**src/rtl/ll_pkg.sv**
```systemverilog
// Shared types and constants for the lunar-lander flight core.
package ll_pkg;

  typedef enum logic [1:0] {
    FLY,
    LANDED,
    CRASHED
  } ll_state_t;

  typedef logic [3:0] bcd_digit_t;

  localparam bcd_digit_t BCD_NINE = 4'h9;

endpackage

```
**src/rtl/ll_bcd_addsub_n.sv**
```systemverilog
// Multi-digit BCD adder/subtractor.
// op=0: result = a + b, cout = carry out.
// op=1: result = a - b (ten's complement when negative), cout = borrow out (a < b).
module ll_bcd_addsub_n
  import ll_pkg::*;
#(
  parameter int DIGITS = 4
) (
  input  logic [4*DIGITS-1:0] a,
  input  logic [4*DIGITS-1:0] b,
  input  logic                op,
  output logic [4*DIGITS-1:0] result,
  output logic                cout
);

  // Ripple through the digits; subtraction adds the nine's complement plus one.
  always_comb begin
    logic       c;
    logic [4:0] s;
    bcd_digit_t bd;
    c      = op;
    s      = '0;
    bd     = '0;
    result = '0;
    for (int i = 0; i < DIGITS; i++) begin
      bd = op ? (BCD_NINE - b[4*i +: 4]) : b[4*i +: 4];
      s  = {1'b0, a[4*i +: 4]} + {1'b0, bd} + {4'b0000, c};
      if (s > 5'd9) begin
        s = s + 5'd6;
        c = 1'b1;
      end else begin
        c = 1'b0;
      end
      result[4*i +: 4] = s[3:0];
    end
    cout = op ? ~c : c;
  end

endmodule

```
**src/rtl/ll_flight_core.sv**
```systemverilog
// Lunar-lander flight core: BCD physics, tick divider and FLY/LANDED/CRASHED FSM.
module ll_flight_core
  import ll_pkg::*;
#(
  parameter int                DIGITS      = 4,
  parameter logic [4*DIGITS-1:0] ALTITUDE  = 16'h4500,
  parameter logic [4*DIGITS-1:0] FUEL      = 16'h0800,
  parameter bcd_digit_t        THRUST      = 4'h5,
  parameter bcd_digit_t        GRAVITY     = 4'h5,
  parameter bcd_digit_t        MAX_THRUST  = 4'h9,
  parameter bcd_digit_t        LAND_THRUST = 4'h5,
  parameter logic [4*DIGITS-1:0] CRASH_VEL = 16'h0030,
  parameter int                TICK_DIV    = 1
) (
  input  logic                clk,
  input  logic                rst,
  input  logic                pause,
  input  logic                thrust_wr,
  input  logic [3:0]          thrust_in,
  output logic [4*DIGITS-1:0] alt,
  output logic [4*DIGITS-1:0] vel_mag,
  output logic                vel_neg,
  output logic [4*DIGITS-1:0] fuel,
  output logic [3:0]          thrust,
  output logic                tick,
  output logic                landed,
  output logic                crashed
);

  localparam int W  = 4 * DIGITS;
  localparam int CW = (TICK_DIV > 1) ? $clog2(TICK_DIV) : 1;
  localparam logic [W-1:0] ALL_NINES = {DIGITS{BCD_NINE}};

  ll_state_t     state, state_n;
  logic [CW-1:0] cnt, cnt_n;
  logic [W-1:0]  alt_n, vel_mag_n, fuel_n;
  logic          vel_neg_n, tick_n;
  bcd_digit_t    thrust_n;

  bcd_digit_t    teff, d_mag;
  logic          d_neg;
  logic [W-1:0]  teff_w, d_w;
  logic [W-1:0]  fuel_sub, alt_res, vel_res, velr_res;
  logic          fuel_bo, alt_co, vel_co, velr_co;
  logic          wrap, touchdown, crash_cond;
  logic [W-1:0]  alt_next, vel_next;
  logic          vel_neg_next;

  // Effective thrust is limited by remaining fuel; d = teff - GRAVITY as signed magnitude.
  always_comb begin
    teff   = (fuel < W'(thrust)) ? fuel[3:0] : thrust;
    d_neg  = (teff < GRAVITY);
    d_mag  = d_neg ? (GRAVITY - teff) : (teff - GRAVITY);
    teff_w = W'(teff);
    d_w    = W'(d_mag);
  end

  ll_bcd_addsub_n #(.DIGITS(DIGITS)) u_fuel_sub (
    .a(fuel), .b(teff_w), .op(1'b1), .result(fuel_sub), .cout(fuel_bo)
  );

  ll_bcd_addsub_n #(.DIGITS(DIGITS)) u_alt_sum (
    .a(alt), .b(vel_mag), .op(vel_neg), .result(alt_res), .cout(alt_co)
  );

  ll_bcd_addsub_n #(.DIGITS(DIGITS)) u_vel_sum (
    .a(vel_mag), .b(d_w), .op(vel_neg ^ d_neg), .result(vel_res), .cout(vel_co)
  );

  ll_bcd_addsub_n #(.DIGITS(DIGITS)) u_vel_rev (
    .a(d_w), .b(vel_mag), .op(1'b1), .result(velr_res), .cout(velr_co)
  );

  // Signed-magnitude combine for velocity and altitude, with saturation and touchdown detect.
  always_comb begin
    if (vel_neg == d_neg) begin
      vel_next     = vel_co ? ALL_NINES : vel_res;
      vel_neg_next = vel_neg;
    end else if (vel_co) begin
      vel_next     = velr_res;
      vel_neg_next = d_neg;
    end else begin
      vel_next     = vel_res;
      vel_neg_next = vel_neg;
    end
    if (vel_next == '0) vel_neg_next = 1'b0;

    if (vel_neg) begin
      touchdown = alt_co || (alt_res == '0);
      alt_next  = alt_res;
    end else begin
      touchdown = !alt_co && (alt_res == '0);
      alt_next  = alt_co ? ALL_NINES : alt_res;
    end

    crash_cond = (vel_mag >= CRASH_VEL) || (teff > LAND_THRUST);
    wrap       = (cnt == CW'(TICK_DIV - 1));
  end

  // Next-state and next-register values: divider, physics update and thrust writes.
  always_comb begin
    state_n   = state;
    cnt_n     = cnt;
    tick_n    = 1'b0;
    alt_n     = alt;
    vel_mag_n = vel_mag;
    vel_neg_n = vel_neg;
    fuel_n    = fuel;
    thrust_n  = thrust;

    if (thrust_wr && (thrust_in <= BCD_NINE))
      thrust_n = (thrust_in > MAX_THRUST) ? MAX_THRUST : thrust_in;

    case (state)
      FLY: begin
        if (!pause) begin
          if (wrap) begin
            cnt_n  = '0;
            tick_n = 1'b1;
            fuel_n = fuel_sub;
            if (touchdown) begin
              alt_n     = '0;
              vel_mag_n = '0;
              vel_neg_n = 1'b0;
              state_n   = crash_cond ? CRASHED : LANDED;
            end else begin
              alt_n     = alt_next;
              vel_mag_n = vel_next;
              vel_neg_n = vel_neg_next;
            end
          end else begin
            cnt_n = cnt + CW'(1);
          end
        end
      end
      default: ;
    endcase
  end

  // State and datapath registers with asynchronous reset to the launch conditions.
  always_ff @(posedge clk or posedge rst) begin
    if (rst) begin
      state   <= FLY;
      cnt     <= '0;
      tick    <= 1'b0;
      alt     <= ALTITUDE;
      vel_mag <= '0;
      vel_neg <= 1'b0;
      fuel    <= FUEL;
      thrust  <= THRUST;
    end else begin
      state   <= state_n;
      cnt     <= cnt_n;
      tick    <= tick_n;
      alt     <= alt_n;
      vel_mag <= vel_mag_n;
      vel_neg <= vel_neg_n;
      fuel    <= fuel_n;
      thrust  <= thrust_n;
    end
  end

  assign landed  = (state == LANDED);
  assign crashed = (state == CRASHED);

endmodule

```
**config.mk**
```make
export PLATFORM = sky130hd
export DESIGN_NAME = ll_flight_core
export DESIGN_NICKNAME = d
export VERILOG_FILES = /design/src/rtl/ll_pkg.sv /design/src/rtl/ll_bcd_addsub_n.sv /design/src/rtl/ll_flight_core.sv
export SDC_FILE = /design/constraint.sdc
export NUM_CORES = 1
export LEC_CHECK = 0
export BUFFER_PORTS_ARGS = -buffer_cell sky130_fd_sc_hd__buf_2
export CAP_MARGIN = 20
export CORE_AREA = 2 2 93 184
export DETAILED_ROUTE_END_ITERATION = 12
export DIE_AREA = 0 0 95 186
export GPL_TIMING_DRIVEN = 0
export SETUP_SLACK_MARGIN = 0.4
export SYNTH_ARGS = -nofsm -noshare
export SYNTH_HDL_FRONTEND = slang
export SYNTH_SLANG_ARGS = --single-unit
export TNS_END_PERCENT = 50
```
**constraint.sdc**
```tcl
create_clock -name clk -period 12.75 [get_ports clk]
set_input_delay 3.825 -clock clk [delete_from_list [all_inputs] [get_ports clk]]
set_output_delay 3.825 -clock clk [all_outputs]
set_load 0.05 [all_outputs]
```
# Word-level counts from Yosys, hierarchy flattened

Cells that the tools add are included.

Register bits: 57
Logic and storage cells: 164

$add $sub $neg: 54
Magnitude comparators: 22
Equality and inequality tests: 4
Multiplexer cells: 58
Bitwise operators: 5
Reductions and logical operators: 13

Operator list:

| operator                                                                     | count |
|---|---|
| 16-bit two-way mux                                                           | 7 |
| 4-bit two-way mux                                                            | 25 |
| 5-bit by 4-bit > comparator with 1-bit output, second input constant         | 16 |
| 4-bit by 3-bit adder with 4-bit output, second input constant                | 16 |
| 5-bit by 1-bit adder with 5-bit output                                       | 11 |
| 4-bit by 4-bit adder with 5-bit output                                       | 10 |
| 16-bit zero test                                                             | 2 |
| 1-bit two-way mux                                                            | 25 |
| 4-bit subtractor, first input constant                                       | 6 |
| 16-bit by 6-bit >= comparator with 1-bit output, second input constant       | 1 |
| 16-bit by 4-bit less-than comparator with 1-bit output                       | 1 |
| 4-bit by 1-bit adder with 5-bit output                                       | 3 |
| 4-bit by 4-bit adder with 5-bit output, second input constant                | 3 |
| 5-bit by 1-bit adder with 5-bit output, second input constant                | 2 |
| 5-bit AND reduction                                                          | 1 |
| 4-bit by 3-bit > comparator with 1-bit output, second input constant         | 1 |
| 4-bit > comparator, second input constant                                    | 1 |
| 4-bit <= comparator, second input constant                                   | 1 |
| 4-bit by 3-bit less-than comparator with 1-bit output, second input constant | 1 |
| 1-bit inverter                                                               | 4 |
| 4-bit AND reduction                                                          | 1 |
| 3-bit by 4-bit subtractor with 4-bit output, first input constant            | 1 |
| 4-bit by 3-bit subtractor with 4-bit output, second input constant           | 1 |
| 3-bit by 2-bit inequality test with 1-bit output, second input constant      | 1 |
| 13 further kinds                                                             | 15 |

# Depth between registers and ports, before layout

Depth after elaboration: 26
Gate-level depth with buffers: 57
Depth with buffers taken out: 55

# Cells and area by module

Synthesis repeated with hierarchy kept, for this count alone.

Cells, all modules: 876
Area, all modules: 7285.7 µm²

Modules (own cells, without submodules):

| module          | times used | cells each | area an instance (µm²) | sequential area each (µm²) |
|---|---|---|---|---|
| ll_bcd_addsub_n | 4          | 134        | 1092.3                 | 0.0 |
| ll_flight_core  | 1          | 340        | 2916.5                 | 1408.9 |

# Worst setup path before layout

OpenSTA, ideal clock, no wires.

Path type: reg-to-reg
Start: register thrust[3]
End: register vel_neg
Library setup time: 0.146 ns
Arrival time: 11.475 ns
Setup slack: 1.130 ns
Stages on the path, launching flop included: 56
Period minus slack after synthesis: 11.620 ns
Cell sequence: dfrtp_1 inv_1 ha_1 a211oi_1 nand4_1 a31oi_2 clkbuf_8 nor2_1 a21oi_1 ha_1 nor2b_1 or2_2 a311o_1 o21a_4 a21oi_1 inv_1 ha_1 nor2_1 [... 20 more ...] nand3_1 a31oi_1 a21oi_1 a21oi_1 inv_1 fa_1 ha_1 xor2_1 inv_1 ha_1 and2b_2 o31ai_2 nor2_1 o21ai_1 o21ai_1 or4b_1 nor4_1 a41oi_1

Cells in the longest elaborated chain, start to end: 26
Elaborated cells on any way between the ends: 68
Those cells by class: add/sub: 24; order compare: 10; eq/ne: 2; mux: 27; bitwise: 2; reduce/logical: 3

RTL lines:

| element                                                                            | line                                       | RTL |
|---|---|---|
| from (decl)                                                                        | ll_flight_core.sv:24                       | `output logic [3:0] thrust,` |
| from (signal assigned)                                                             | ll_flight_core.sv:159                      | `thrust <= thrust_n;` |
| 16-bit by 4-bit less-than comparator with 1-bit output                             | ll_flight_core.sv:51                       | `teff = (fuel < W'(thrust)) ? fuel[3:0] : thrust;` |
| 4-bit two-way mux (*)                                                              | ll_flight_core.sv:51                       |  |
| 4-bit by 3-bit subtractor with 4-bit output (tied with other cells)                | ll_flight_core.sv:53                       | `d_mag = d_neg ? (GRAVITY - teff) : (teff - GRAVITY);` |
| 4-bit two-way mux                                                                  | ll_flight_core.sv:53                       |  |
| 4-bit subtractor                                                                   | ll_bcd_addsub_n.sv:26                      | `bd = op ? (BCD_NINE - b[4*i +: 4]) : b[4*i +: 4];` |
| 4-bit two-way mux                                                                  | ll_bcd_addsub_n.sv:26                      |  |
| 4-bit by 4-bit adder with 5-bit output                                             | ll_bcd_addsub_n.sv:27                      | `s = {1'b0, a[4*i +: 4]} + {1'b0, bd} + {4'b0000, c};` |
| 5-bit by 1-bit adder with 5-bit output                                             | ll_bcd_addsub_n.sv:27                      |  |
| [... 10 more ...]                                                                  | --                                         |  |
| 1-bit two-way mux                                                                  | ll_bcd_addsub_n.sv:28                      | `if (s > 5'd9) begin` |
| 1-bit inverter                                                                     | ll_bcd_addsub_n.sv:36                      | `cout = op ? ~c : c;` |
| 1-bit two-way mux                                                                  | ll_bcd_addsub_n.sv:36                      |  |
| 16-bit two-way mux, on equally long branches                                       | ll_flight_core.sv:79, ll_flight_core.sv:77 |  |
| 16-bit two-way mux                                                                 | ll_flight_core.sv:76                       | `if (vel_neg == d_neg) begin` |
| 16-bit zero test                                                                   | ll_flight_core.sv:86                       | `if (vel_next == '0) vel_neg_next = 1'b0;` |
| 3-bit by 2-bit inequality test with 1-bit output (no line) (tied with other cells) | --                                         |  |
| 5-bit AND reduction (no line) or 1-bit two-way mux (tied branches)                 | --                                         |  |
| to (signal assigned)                                                               | ll_flight_core.sv:157                      | `vel_neg <= vel_neg_n;` |
| to (decl)                                                                          | ll_flight_core.sv:22                       | `output logic vel_neg,` |

Every way passes the cells marked *; elsewhere a longest branch is shown, timed or not. The select of a mux whose other input is x is not followed.
A chain may end at the register's enable or synchronous reset.

# Worst setup path after layout

Start: register thrust[2]
End: register vel_neg

Same word-level chain as after synthesis.

==> results.md <==
- The flow ran to the end, and the final reports show no timing, DRC or antenna violations.
- The kind of cell adding the most delay to the critical path is compound AO/OA/AOI/OAI gates.
- The number of routed nets with antenna violations is 0.
- The horizontal die dimension is 95 um.
- The number of enable-type register cells in the synthesized netlist is 0.
- The count of input and output buffers is 63.
- After synthesis the cells add up to 6246 um2.
- The most common cell type on the critical path is sky130_fd_sc_hd__inv_1.
- The number of buffers inserted by hold repair at cts is 0.
- Hold timing on the final database bottoms out at a slack of 0.5059 ns.
- Summing over every cut layer, the via total after detailed routing is 5675.
- The post-route met1 wirelength is 6.654 mm.
- The via count of the first global-routing pass is 5732.
- STA classifies the critical path startpoint as a register.
- The aggregate routed wire length is 18.78 mm.
- The per-instance average area after synthesis is 8.498 um2.
- For this run, the register share of the synthesized area comes to 0.2256.
- Summed over all nets, wire length on met2 after detailed routing comes to 10.85 mm.
- After floorplanning, the core was divided into 66 placement rows.
- The placer's final routability congestion estimate is 0.8902.
- For the pin with the worst max-slew slack, the measured transition is 1.205 ns.
- STA puts the critical path data required time at 12.91 ns.
- The HPWL after detailed placement is 14.90 mm.
- The largest single stage delay on the critical path is 0.58 ns.
- The utilization after layout is 0.4454.
- The die covers 17670 um2.
- The number of library cell types mapped by synthesis is 77.
- The category of the most critical setup path is reg -> reg.
- The share of total power dissipated in sequential elements is 0.183.
- The class of the worst hold path is reg -> reg.
- The worst setup path is captured at a register.
- Registers take 1409 um2.
- Summed over all nets, wire length on met3 after detailed routing comes to 441 um.
- Summed over all cells, the static leakage comes to 3.423 nW.
- The data arrival time at the worst-slack endpoint is 11.87 ns.
- The via count normalized by instance count is 5.542.
- The average wire per cell in the routed design is 18.34 um.
- Counting every net in the synthesized netlist gives 837.
- Leaving out fill and tap cells, the most frequent cells in the layout are sky130_fd_sc_hd__ha_1 (77), sky130_fd_sc_hd__nand2_1 (72), sky130_fd_sc_hd__inv_1 (71).
- Clock tree synthesis inserted a total of 5 buffers.
- The area share of the largest cell type after synthesis is 0.2003.
- The number of fillers in the final layout is 1610.
- For this design, the slowest cell found on the critical path is sky130_fd_sc_hd__dfstp_2.
- The post-placement worst setup slack is -0.9928 ns.
- The share of total power dissipated in the clock network is 0.138.
- The internal power summed over all cells is 0.0005670 W.
- The global-route wire length before repair is 29.24 mm.
- Setup repair after global routing could not meet its margin everywhere.
- Of all flip-flops after synthesis, the portion carrying an async set or reset was 1.000.
- Once routing completed, OpenROAD measured the worst setup slack at 1.040 ns.
- The repair_antennas step left the layout with diodes totalling 0.
- The die is 186 um tall.
- Pin placement for this block handled 64 I/O pins.
- The core region is 16270 um2.
- The total track usage is 0.2171.
- Summing all multi-input logic gate instances after layout gives 4594 um2.
- The violation count after the first detailed-route iteration is 199.
- For this run, the number of Yosys warnings is 0.
- The final max-slew violation count is 0.
- The relative contribution of combinational cells to total power is 0.679.
- The count of endpoints failing hold in the final timing report came to 0.
- Compared with the post-synthesis result, the final layout area differs by 16.01%.
- Of the cells placed in the final design, the portion with a size suffix greater than 1 is 0.1841.
- IR analysis of the VDD net gives a maximum drop of 0.07992 mV.
- Entering global routing, the biggest net connects 30 pins.
- Counting both buffers and inverters, the worst setup path holds a total of 8.
- Ranked by total cell area, the synthesized netlist is headed by sky130_fd_sc_hd__dfrtp_1 (20%), sky130_fd_sc_hd__ha_1 (16%), sky130_fd_sc_hd__xnor2_1 (6.9%).
- The most used flip-flop cell after synthesis is sky130_fd_sc_hd__dfrtp_1.
- The minimum clock period is 11.71 ns.
- The upper clock frequency limit is 85.40 MHz.
- The final net count is 921.
- For this design the total switching power over the nets is 0.0005203 W.
- The number of iterations in the first detailed-routing pass is 5.
- The number of H-tree levels is 2.
- The max capacitance violation total is 0.
- The effective utilization at floorplan is 0.3839.
- The flip-flop and latch count after synthesis is 56.
- Of all nets on the critical path, the largest fanout is 10.
- The power per cell area is 150.1 nW/um2.
- The CTS tree is yes.
- After clock tree synthesis, the clock-pin slew on the worst setup and hold paths is 0.08 ns.
- The worst clock skew is 0.01635 ns.
- The latest clock arrival within the worst-skew pair is 0.32 ns.
- The post-place instance area is 6837 um2.
- Counting along the longest clock path gives a buffer depth of 2.
- The total overflow reported by the global router is 0.
- The number of instances in the synthesized netlist is 735.
- The most common cell after layout, fill and taps aside is sky130_fd_sc_hd__ha_1.
- The top cell type by total area after synthesis is sky130_fd_sc_hd__dfrtp_1.
- The post-route standard cell area excluding fillers is 7246 um2.
- Headroom to the max-slew limit came out at 0.1949.
- Setup violations remaining at the end of the flow were counted as 0.
- The number of clock sinks is 56.
- The uppermost metal layer occupied by signal nets is met4.
- The number of antenna violations at the first check in global routing came to 0.
- The proportion of total power due to net switching is 0.4785.
- The root buffer cell chosen for the clock tree is sky130_fd_sc_hd__clkbuf_16.
- Dividing the final minimum period by the clock period gives 0.9184.
- The final routed DRC violation total is 0.
## per-stage QoR
stage / cells / setup TNS, ns / total power [W]
6_report: 1024 / 0 / 0.001087
5_1_grt: 1024 / 0 / 0.001167
4_1_cts: 1016 / 0 / 0.001049
3_5_place_dp: 1003 / -1.234 / 0.0008757
3_3_place_gp: 1002 / -0.9162 / 0.0008689
2_1_floorplan: 735 / 0 / 0.0007222
## worst reg2reg max path, delay by kind of cell, from the launching register on
kind | cells | cell delay, ns
XOR/XNOR | 3 | 0.48
flip-flops | 1 | 0.58
adder cells (fa/ha/maj) | 12 | 3.59
AND/OR/NAND/NOR | 12 | 2.11
multiplexers | 1 | 0.29
AO/OA/AOI/OAI | 18 | 3.62
buffers and inverters | 8 | 0.84
## Yosys cell counts (6+ instances only)
master                      n
sky130_fd_sc_hd__o21ai_0   53
sky130_fd_sc_hd__o22ai_1   14
sky130_fd_sc_hd__nand2_1   72
sky130_fd_sc_hd__a31oi_1   19
sky130_fd_sc_hd__mux2i_1   12
sky130_fd_sc_hd__a22o_1    11
sky130_fd_sc_hd__nor2b_1    9
sky130_fd_sc_hd__nor3_1    11
sky130_fd_sc_hd__xnor2_1   49
sky130_fd_sc_hd__a21oi_1   36
sky130_fd_sc_hd__a22oi_1    6
sky130_fd_sc_hd__dfstp_2    6
sky130_fd_sc_hd__nor4_1    13
sky130_fd_sc_hd__clkbuf_1   9
sky130_fd_sc_hd__nand3_1   11
sky130_fd_sc_hd__ha_1      81
sky130_fd_sc_hd__xor2_1    21
sky130_fd_sc_hd__fa_1      13
sky130_fd_sc_hd__and3_1     6
sky130_fd_sc_hd__inv_1     73
sky130_fd_sc_hd__dfrtp_1   50
sky130_fd_sc_hd__a21o_1    10
sky130_fd_sc_hd__nor2_1    47
## state kept, by name, summed over array words and instances (netlist names)
name and count:
state 2, fuel 16, vel_mag 16, thrust 4
tick 1, vel_neg 1, alt 16
## power by group through the flow
stage,Combinational (W),Sequential (W),Clock [W]
4_1_cts,0.000698,0.000199,0.000152
6_report,0.000739,0.000199,0.000150
3_3_place_gp,0.000667,0.000202,0
5_1_grt,0.000812,0.000200,0.000155
2_1_floorplan,0.000499,0.000223,0
3_5_place_dp,0.000674,0.000202,0
## logic make-up (layout without fill, tap and decap cells)
logic type,count (synthesis),after routing,synth area share
compound gates,199,199,0.2119
mux,17,17,0.02885
fa+ha+maj,97,97,0.2087
simple gates,201,201,0.1530
xor+xnor,72,72,0.1062
buf+inv,93,178,0.06570
flops,56,56,0.2256
## worst paths after layout
check | startpoint | to | slack (ns) | cells after the start
hold / removal | state[1] | state[1] | 0.51 | 2
setup reg to reg | thrust[2] | vel_neg | 1.04 | 54
max in group asynchronous | rst | thrust[2] | 8.46 | 3
min in group asynchronous | rst | fuel[10] | 3.59 | 2
hold reg to reg | state[1] | state[1] | 0.51 | 2
setup / recovery | thrust[2] | vel_neg | 1.04 | 54
## what timing repair did
| item | CTS | global route |
|---|---|---|
| buffers inserted | 5 | 8 |
| pin swaps | 5 | 9 |
| resized for setup | 14 | 15 |
| setup endpoints to repair | 15 | 10 |
| endpoints found under the hold margin | 0 | 0 |
## layer usage
layer,vias up,global-route usage
met5,-,0
met1,2729,0.2170
met4,0,0.1194
li1,2775,-
met2,126,0.4247
met3,45,0.01781
## final cells by class
cell class,instances,share of cell area
Timing Repair Buffer,77,0.05975
Multi-Input combinational cell,586,0.6341
Inverter,75,0.03920
Clock buffer,6,0.01779
Tap cell,204,0.03523
Buffer,18,0.01761
Clock inverter,2,0.001899
Sequential cell,56,0.1944
No activity file was read; power rests on OpenSTA's default activity.
